$ cat src/rtl/calc_pkg.sv
// calc_pkg: definitions shared by the operand entry sequencer and its bench.
//   OPERAND_W     - width of each calculator operand (switch bank width)
//   entry_state_t - field currently being entered; the encoding is also the
//                   value shown on the phase status LEDs
package calc_pkg;

   localparam int OPERAND_W = 4;

   typedef enum logic [1:0] {
      ENTER_A = 2'd0,
      ENTER_B = 2'd1,
      ENTER_S = 2'd2,
      SHOW    = 2'd3
   } entry_state_t;

endpackage

$ cat src/rtl/calc_operand_entry_if.sv
// calc_operand_entry_if: user-facing signals of the operand entry sequencer.
//   sw        raw slide switches (asynchronous to clk)
//   btn       raw pushbutton, active-high, bouncy (asynchronous to clk)
//   a, b      captured operands, to calculator a3..a0 / b3..b0
//   s         captured select, 0 = add, 1 = subtract
//   valid     level flag: high while a, b and s all belong to the current
//             entry round (set when s is captured, cleared when the
//             sequencer returns to operand A); there is no ready, the
//             calculator consumes the values combinationally
//   phase     field being entered: 0 = A, 1 = B, 2 = S, 3 = SHOW
//   btn_level debounced button level, for observation
// master is the sequencer side, slave is the switch/LED/calculator side.
interface calc_operand_entry_if;
   import calc_pkg::*;

   logic [OPERAND_W-1:0] sw;
   logic                 btn;
   logic [OPERAND_W-1:0] a;
   logic [OPERAND_W-1:0] b;
   logic                 s;
   logic                 valid;
   logic [1:0]           phase;
   logic                 btn_level;

   modport master (
      input  sw, btn,
      output a, b, s, valid, phase, btn_level
   );

   modport slave (
      output sw, btn,
      input  a, b, s, valid, phase, btn_level
   );

endinterface

$ cat src/rtl/btn_debounce.sv
// btn_debounce: synchronises a raw pushbutton, debounces it and emits one
// registered pulse per accepted press.
//   clk, rst_n  clock, asynchronous active-low reset
//   btn_raw     raw button input, asynchronous to clk
//   level       debounced button level
//   press       one-cycle pulse, the cycle after level rises
// A level change is accepted only after btn_sync has differed from the
// current level for DEBOUNCE_CYCLES consecutive cycles (legal: >= 2).
module btn_debounce #(
   parameter int DEBOUNCE_CYCLES = 16
) (
   input  logic clk,
   input  logic rst_n,
   input  logic btn_raw,
   output logic level,
   output logic press
);

   localparam int CNT_W = (DEBOUNCE_CYCLES > 2) ? $clog2(DEBOUNCE_CYCLES) : 1;
   localparam logic [CNT_W-1:0] CNT_MAX = CNT_W'(DEBOUNCE_CYCLES - 1);

   logic [1:0]       sync_q, sync_d;
   logic [CNT_W-1:0] cnt_q, cnt_d;
   logic             stable_q, stable_d;
   logic             stable_dly_q, stable_dly_d;
   logic             press_q, press_d;
   logic             btn_sync;

   assign btn_sync = sync_q[1];

   always_comb begin
      sync_d       = {sync_q[0], btn_raw};
      stable_d     = stable_q;
      cnt_d        = '0;
      // Count consecutive disagreeing cycles; any agreeing cycle restarts
      // the count, which is what rejects short glitches.
      if (btn_sync != stable_q) begin
         if (cnt_q == CNT_MAX) begin
            stable_d = ~stable_q;
         end else begin
            cnt_d = cnt_q + CNT_W'(1);
         end
      end
      stable_dly_d = stable_q;
      // Rising edge of the debounced level only; release gives no pulse.
      press_d      = stable_q & ~stable_dly_q;
   end

   always_ff @(posedge clk or negedge rst_n) begin
      if (!rst_n) begin
         sync_q       <= '0;
         cnt_q        <= '0;
         stable_q     <= 1'b0;
         stable_dly_q <= 1'b0;
         press_q      <= 1'b0;
      end else begin
         sync_q       <= sync_d;
         cnt_q        <= cnt_d;
         stable_q     <= stable_d;
         stable_dly_q <= stable_dly_d;
         press_q      <= press_d;
      end
   end

   assign level = stable_q;
   assign press = press_q;

endmodule

$ cat src/rtl/calc_operand_entry.sv
// calc_operand_entry: lets the user enter operand A, operand B and the
// add/subtract select one at a time from a 4-bit switch bank, advancing one
// field per debounced button press.
//   clk, rst_n  clock, asynchronous active-low reset
//   bus         calc_operand_entry_if.master: sw/btn in; a, b, s, valid,
//               phase, btn_level out
// Outputs are all registers; phase is the state register itself.
module calc_operand_entry
   import calc_pkg::*;
#(
   parameter int DEBOUNCE_CYCLES = 16
) (
   input  logic                  clk,
   input  logic                  rst_n,
   calc_operand_entry_if.master  bus
);

   logic [OPERAND_W-1:0] sw_meta_q, sw_meta_d;
   logic [OPERAND_W-1:0] sw_sync_q, sw_sync_d;
   entry_state_t         state_q, state_d;
   logic [OPERAND_W-1:0] a_q, a_d;
   logic [OPERAND_W-1:0] b_q, b_d;
   logic                 s_q, s_d;
   logic                 valid_q, valid_d;
   logic                 press;
   logic                 btn_level;

   btn_debounce #(
      .DEBOUNCE_CYCLES(DEBOUNCE_CYCLES)
   ) u_btn_debounce (
      .clk     (clk),
      .rst_n   (rst_n),
      .btn_raw (bus.btn),
      .level   (btn_level),
      .press   (press)
   );

   always_comb begin
      sw_meta_d = bus.sw;
      sw_sync_d = sw_meta_q;
      state_d   = state_q;
      a_d       = a_q;
      b_d       = b_q;
      s_d       = s_q;
      valid_d   = valid_q;
      if (press) begin
         case (state_q)
            ENTER_A: begin
               a_d     = sw_sync_q;
               state_d = ENTER_B;
            end
            ENTER_B: begin
               b_d     = sw_sync_q;
               state_d = ENTER_S;
            end
            ENTER_S: begin
               // Only switch 0 selects add/subtract.
               s_d     = sw_sync_q[0];
               valid_d = 1'b1;
               state_d = SHOW;
            end
            SHOW: begin
               // Old operands stay on the outputs until overwritten.
               valid_d = 1'b0;
               state_d = ENTER_A;
            end
            default: state_d = ENTER_A;
         endcase
      end
   end

   always_ff @(posedge clk or negedge rst_n) begin
      if (!rst_n) begin
         sw_meta_q <= '0;
         sw_sync_q <= '0;
         state_q   <= ENTER_A;
         a_q       <= '0;
         b_q       <= '0;
         s_q       <= 1'b0;
         valid_q   <= 1'b0;
      end else begin
         sw_meta_q <= sw_meta_d;
         sw_sync_q <= sw_sync_d;
         state_q   <= state_d;
         a_q       <= a_d;
         b_q       <= b_d;
         s_q       <= s_d;
         valid_q   <= valid_d;
      end
   end

   assign bus.a         = a_q;
   assign bus.b         = b_q;
   assign bus.s         = s_q;
   assign bus.valid     = valid_q;
   assign bus.phase     = state_q;
   assign bus.btn_level = btn_level;

endmodule

$ cat src/flat_wrapper.sv
// flat-port wrapper written by rule: the top's interface ports become plain ports
module calc_operand_entry_flat import calc_pkg::*;
#(
   parameter int DEBOUNCE_CYCLES = 16
)
  (clk, rst_n, bus_sw, bus_btn, bus_a, bus_b, bus_s, bus_valid, bus_phase, bus_btn_level);
  calc_operand_entry_if bus_i ();
  input  logic clk;
  input  logic rst_n;
  input wire logic [$bits(bus_i.sw)-1:0] bus_sw;
  input wire logic [$bits(bus_i.btn)-1:0] bus_btn;
  output wire logic [$bits(bus_i.a)-1:0] bus_a;
  output wire logic [$bits(bus_i.b)-1:0] bus_b;
  output wire logic [$bits(bus_i.s)-1:0] bus_s;
  output wire logic [$bits(bus_i.valid)-1:0] bus_valid;
  output wire logic [$bits(bus_i.phase)-1:0] bus_phase;
  output wire logic [$bits(bus_i.btn_level)-1:0] bus_btn_level;
  assign bus_i.sw = bus_sw;
  assign bus_i.btn = bus_btn;
  assign bus_a = bus_i.a;
  assign bus_b = bus_i.b;
  assign bus_s = bus_i.s;
  assign bus_valid = bus_i.valid;
  assign bus_phase = bus_i.phase;
  assign bus_btn_level = bus_i.btn_level;
  calc_operand_entry #(.DEBOUNCE_CYCLES(DEBOUNCE_CYCLES)) u_core (.clk(clk), .rst_n(rst_n), .bus(bus_i));
endmodule
$ cat config.mk
export PLATFORM = sky130hd
export DESIGN_NAME = calc_operand_entry_flat
export DESIGN_NICKNAME = d
export VERILOG_FILES = /design/src/rtl/calc_pkg.sv /design/src/rtl/calc_operand_entry_if.sv /design/src/rtl/btn_debounce.sv /design/src/rtl/calc_operand_entry.sv /design/src/flat_wrapper.sv
export SDC_FILE = /design/constraint.sdc
export NUM_CORES = 1
export LEC_CHECK = 0
export CORE_UTILIZATION = 45
export DETAILED_ROUTE_END_ITERATION = 6
export GPL_TIMING_DRIVEN = 0
export PLACE_DENSITY = 0.73
export SYNTH_ARGS = -nofsm -noshare
export SYNTH_HDL_FRONTEND = slang
export SYNTH_HIERARCHICAL = 1
export SYNTH_SLANG_ARGS = --single-unit
$ cat constraint.sdc
create_clock -name clk -period 1.1 [get_ports clk]
set_input_delay 0.22 -clock clk [delete_from_list [all_inputs] [get_ports clk]]
set_output_delay 0.22 -clock clk [all_outputs]
set_load 0.02 [all_outputs]
# ---- Word level (Yosys, flattened, before mapping)
# Index checks and enable logic that the tools add are counted.
dict set report totals {
  romBits 0
  ff_bits 29
  in_bits 7
  mem_bits_rw 0
  memories 0
  latch_bits 0
  out_inout_bits 13
  wordCells 32
}
dict set report op_classes {
  muxes 4
  multipliers 0
  div 0
  reduce_logical 7
  shift 0
  add_sub_neg 1
  bitwise 3
  eq_ne 5
  magnitude_cmp 0
}
# op n
set op_table {}
lappend op_table {{$reduce_and A2 Y1} 5}
lappend op_table {{$mux W4} 2}
lappend op_table {{$pmux W2 S4} 1}
lappend op_table {{$add A4 B1 Y4 const B} 1}
lappend op_table {{$eq A2 B2 Y1 const B} 2}
lappend op_table {{$eq A4 B4 Y1 const B} 1}
lappend op_table {{$eq A2 B1 Y1 const B} 1}
lappend op_table {{$logic_not A2 Y1} 1}
lappend op_table {{$not A1 Y1} 2}
lappend op_table {{$pmux W1 S2} 1}
lappend op_table {{$reduce_bool A2 Y1} 1}
lappend op_table {{$and A1 B1 Y1} 1}
lappend op_table {{$ne A1 B1 Y1} 1}

# ---- Depth between registers and ports, before layout
dict set report depth {
  ltp_word 3
  mapped_depth 4
  ltp_nobuf 4
}

# ---- Hierarchy
# The synthesis kept the hierarchy.
# module n_inst seq_area_each_um2 cells_each area_per_inst_um2
set by_module_without_submodules {}
lappend by_module_without_submodules {calc_operand_entry 1 500.5 46 768.2}
lappend by_module_without_submodules {btn_debounce 1 225.2 23 336.6}

# ---- Least setup slack after synthesis
# Ideal clock, no wire load.
dict set report synth_path {
  path_type {flip-flop to flip-flop}
  start {register u_core.state_q[0], in the netlist u_core/bus.phase[0]}
  end {register u_core.a_q[0], in the netlist u_core/bus.a[0]}
  setup_slack_ns -0.234
  setup_ns 0.125
  required_time_ns 0.975
  path_buffers 0
  period_less_slack_ns 1.334
  t_arrival_ns 1.209
  stages_incl_launch_ff 5
  path_cell_list {dfrtp_1 > inv_1 > ha_1 > nand2_4 > mux2_4}
}
dict set report synth_via {
  elab_chain_len 2
}
# item line_no
set synth_lines {}
lappend synth_lines {{start: declaration} calc_operand_entry.sv:20} ;# entry_state_t state_q, state_d;
lappend synth_lines {{start signal: assignment} calc_operand_entry.sv:84} ;# state_q <= state_d;
lappend synth_lines {{$logic_not A2 Y1} calc_operand_entry.sv:47} ;# case (state_q)
lappend synth_lines {{$reduce_and A2 Y1 (no line)} n/a}
lappend synth_lines {{end signal: assignment} calc_operand_entry.sv:77} ;# a_q <= '0;
lappend synth_lines {{end signal: assignment} calc_operand_entry.sv:85} ;# a_q <= a_d;
lappend synth_lines {{end: declaration} calc_operand_entry.sv:21} ;# logic [OPERAND_W-1:0] a_q, a_d;
# No other way between the ends.
# A chain may end at the register's enable or synchronous reset.

# ---- Final worst setup path
dict set report layout_path {
  start {register u_core.state_q[0], in the netlist u_core/bus.phase[0]}
  end {register u_core.a_q[3], in the netlist u_core/bus.a[3]}
}
# Same word-level chain as after synthesis.

==> flow_metrics.env <==
export IMPL_start_util_pct=49.00
export IMPL_max_freq_mhz=842.8
export IMPL_seqPwrFrac_pct=62.2
export IMPL_area_growth_pct=40.43
export IMPL_reg2reg_to="u_core/bus.a[3]$_DFFE_PN0P_"
export IMPL_critical_path_top_delay_family="flip-flops"
export IMPL_crit_path_end="u_core/bus.a[3]$_DFFE_PN0P_"
export IMPL_reg2reg_slack_ps=-90
export IMPL_drtPass1Iterations=3
export IMPL_synth_edf_count=0
export IMPL_worstPathRequired_ps=1310
export IMPL_setup_viol=12
export IMPL_synth_nets=82
export IMPL_drc=0
export IMPL_synthTopCellsByCount="dfrtp_1 (29), mux2_4 (9), ha_1 (6)"
export IMPL_syn_inst=69
export IMPL_ys_seq_area_share_pct=65.69
export IMPL_worst_r2r_cell_count=4
export IMPL_period_share_pct=107.9
export IMPL_die_area_mm2=0.002657
export IMPL_yosysTopAreaCellShare_pct=65.69
export IMPL_p_leak_nw=0.7865
export IMPL_worst_path_max_delay_cell="dfrtp_2"
export IMPL_holdWs_ps=30.07
export IMPL_comb_power_share_pct=5.4
export IMPL_antenna_found_initial=0
export IMPL_path_depth=4
export IMPL_netSwitchingFraction_pct=22.48
export IMPL_tightest_slew_ps=691.7
export IMPL_grt_use_total_pct=17.16
export IMPL_cts_tree="done"
export IMPL_design_area_mm2=0.001551
export IMPL_pin_count=20
export IMPL_internal_power_mw=1.390
export IMPL_synth_top_area_cell="dfrtp_1"
export IMPL_place_gp_congestion=0.6261
export IMPL_cp_arrival_ps=1390
export IMPL_max_stage_delay_ps=460
export IMPL_vias=664
export IMPL_worstPathMaxFanout=4
export IMPL_yosysWarnings=6
export IMPL_netlist_area_mm2=0.001105
export IMPL_drive_gt1_share_pct=54.13
export IMPL_worstPathCellList="inv_4 -> ha_4 -> nand2_4 -> mux2_4"
export IMPL_ys_seq_elements=29
export IMPL_path_class="flop to flop"
export IMPL_cts_buffers=5
export IMPL_grt_pass1_vias=683
export IMPL_grt_overflow=0
export IMPL_setup_worst_path_start="u_core/bus.phase[0]$_DFFE_PN0P_"
export IMPL_synth_most_common_cell="dfrtp_1"
export IMPL_synthArstFlopShare_pct=100.0
export IMPL_routed_wirelength_um=1731
export IMPL_first_iter_violations=3
export IMPL_viasPerCell=4.847
export IMPL_synth_distinct_cells=16
export IMPL_hold_viol=0
export IMPL_multiInputGateArea_um2=410.4
export IMPL_drv_slew=0
export IMPL_core_mm2=0.002255
export IMPL_final_util_pct=68.81
export IMPL_place_area_mm2=0.001384
export IMPL_rsz0062_at_grt="yes"
export IMPL_clk_path_buf_depth=2
export IMPL_total_power_mw=1.793
export IMPL_hp_class="primary input to asynchronous set/reset pin"
export IMPL_yosys_top_cells_area="dfrtp_1 (66%), mux2_4 (12%), ha_1 (6.8%), nand2_4 (2.0%), a21oi_1 (1.8%)"
export IMPL_rows=17
export IMPL_cp_num_buf_inv=1
export IMPL_skew_ps=6.168
export IMPL_p_per_area_mw_per_mm2=1156
export IMPL_cts_root_buffer="clkbuf_4"
export IMPL_syn_avg_cell_area_um2=16.01
export IMPL_setup_slack_ps=-86.58
export IMPL_fp_dieW_um=51.55
export IMPL_maxCapViolCount=0
export IMPL_grt_pass1_wl_um=3015
export IMPL_cts_max_level=2
export IMPL_fin_crit_ps=1187
export IMPL_crit_path_end_kind="flop"
export IMPL_diodes=0
export IMPL_relSlewSlack_pct=53.89
export IMPL_failed_checks="negative setup slack"
export IMPL_n_fill_cell=165
export IMPL_place_port_buffers=19
export IMPL_register_area_um2=728.2
export IMPL_clkTransAtPathRegs_ps=90
export IMPL_clock_latency_ps=320
export IMPL_ant_nets=0
export IMPL_critPathLaunchType="flop"
export IMPL_wl_per_cell_um=12.64
export IMPL_grt_max_degree=30
export IMPL_nNetsFinal=121
export IMPL_die_y_um=51.55
export IMPL_status="finished, violations left"
export IMPL_cts_sinks=29
export IMPL_synth_ff_type="dfrtp_1"
export IMPL_ir_worst_vdd_mv=1.024
export IMPL_power_switching_uw=403.1
export IMPL_p_clk_share_pct=32.4
export IMPL_r2r_start="u_core/bus.phase[0]$_DFFE_PN0P_"
-- how the worst min path moves through the flow --
| stage | slack, ps | end | depth (start not counted) |
|---|---|---|---|
| 3_5_place_dp | 330 | u_core/sw_sync_q[1]$_DFF_PN0_ | 0 |
| 6_report | 30 | u_core/bus.b[0]$_DFFE_PN0P_ | 1 |
| 5_1_grt | 80 | u_core/bus.b[2]$_DFFE_PN0P_ | 1 |
| 4_1_cts | 40 | u_core/bus.b[0]$_DFFE_PN0P_ | 1 |
| 2_1_floorplan | -80 | u_core/bus.a[0]$_DFFE_PN0P_ | 0 |
| 3_3_place_gp | 330 | u_core/sw_sync_q[3]$_DFF_PN0_ | 0 |
-- stage by stage --
step / setup TNS, ps / worst slack [ps] / cells
2_1_floorplan: -818.1 / -96.92 / 69
3_3_place_gp: -19320 / -702.5 / 116
3_5_place_dp: -19390 / -698.3 / 116
4_1_cts: -891.2 / -95.68 / 133
5_1_grt: -1457 / -127.8 / 137
6_report: -736.3 / -86.58 / 137
-- power groups by stage --
stage | Combinational, mW | Clock, mW | Sequential (mW)
final | 0.0964 | 0.582 | 1.12
after global routing | 0.109 | 0.664 | 1.12
after CTS | 0.0960 | 0.614 | 1.12
after detailed placement | 0.0841 | 0 | 1.14
after global placement | 0.0820 | 0 | 1.14
after floorplan | 0.0298 | 0 | 1.14
-- final cells by class --
cell class / instances / area share (%)
sequential: 29 / 46.94
clock inverter: 2 / 0.6452
timing repair buffer: 32 / 19.27
inverter: 3 / 1.048
multi-input combinational: 36 / 26.45
clock buffer: 6 / 2.661
tap: 28 / 2.258
buffer: 1 / 0.7258
-- timing repair --
action / CTS / global route
buffers inserted: 9 / 4
hold buffers: 0 / 0
gates resized for setup: 62 / 18
setup endpoints to repair: 52 / 25
pin swaps: 4 / 2
-- cells by family after synthesis --
| logic type | after synthesis | share of synthesized area [%] |
|---|---|---|
| buf+inv | 4 | 2.038 |
| compound gates | 8 | 3.624 |
| mux | 10 | 13.25 |
| simple gates | 10 | 7.021 |
| flops | 29 | 65.69 |
| fa+ha+maj | 6 | 6.795 |
| xor+xnor | 2 | 1.586 |
-- placed cells by master (no fill, tap or decap), drive strengths merged, types with 2 or more instances in the layout --
| master | netlist | layout |
|---|---|---|
| dfrtp | 29 | 29 |
| clkdlybuf4s50 | 0 | 5 |
| ha | 6 | 6 |
| xnor2 | 2 | 2 |
| a21oi | 4 | 4 |
| nand2 | 4 | 4 |
| mux2 | 10 | 10 |
| inv | 3 | 3 |
| clkbuf | 0 | 6 |
| o21ai | 4 | 4 |
| buf | 1 | 27 |
| nor2b | 2 | 2 |
| clkinv | 0 | 2 |
-- routing by layer --
metal / track usage (%) / wire length [um]
met4: 9.459 / 38
met3: 9.942 / 111
met1: 18.81 / 708
met5: 0 / 0
met2: 25.97 / 874
-- state kept, by name (all words and copies together) (netlist names) --
signal	cells
u_core/u_btn_debounce/cnt_q	4
u_core/u_btn_debounce/press	1
u_core/bus.phase	2
u_core/u_btn_debounce/level	1
u_core/bus.a	4
u_core/bus.b	4
u_core/u_btn_debounce/stable_dly_q	1
u_core/bus.s	1
u_core/u_btn_debounce/sync_q	2
u_core/sw_meta_q	4
u_core/sw_sync_q	4
u_core/bus.valid	1
Power figures use the tool's default switching activity.
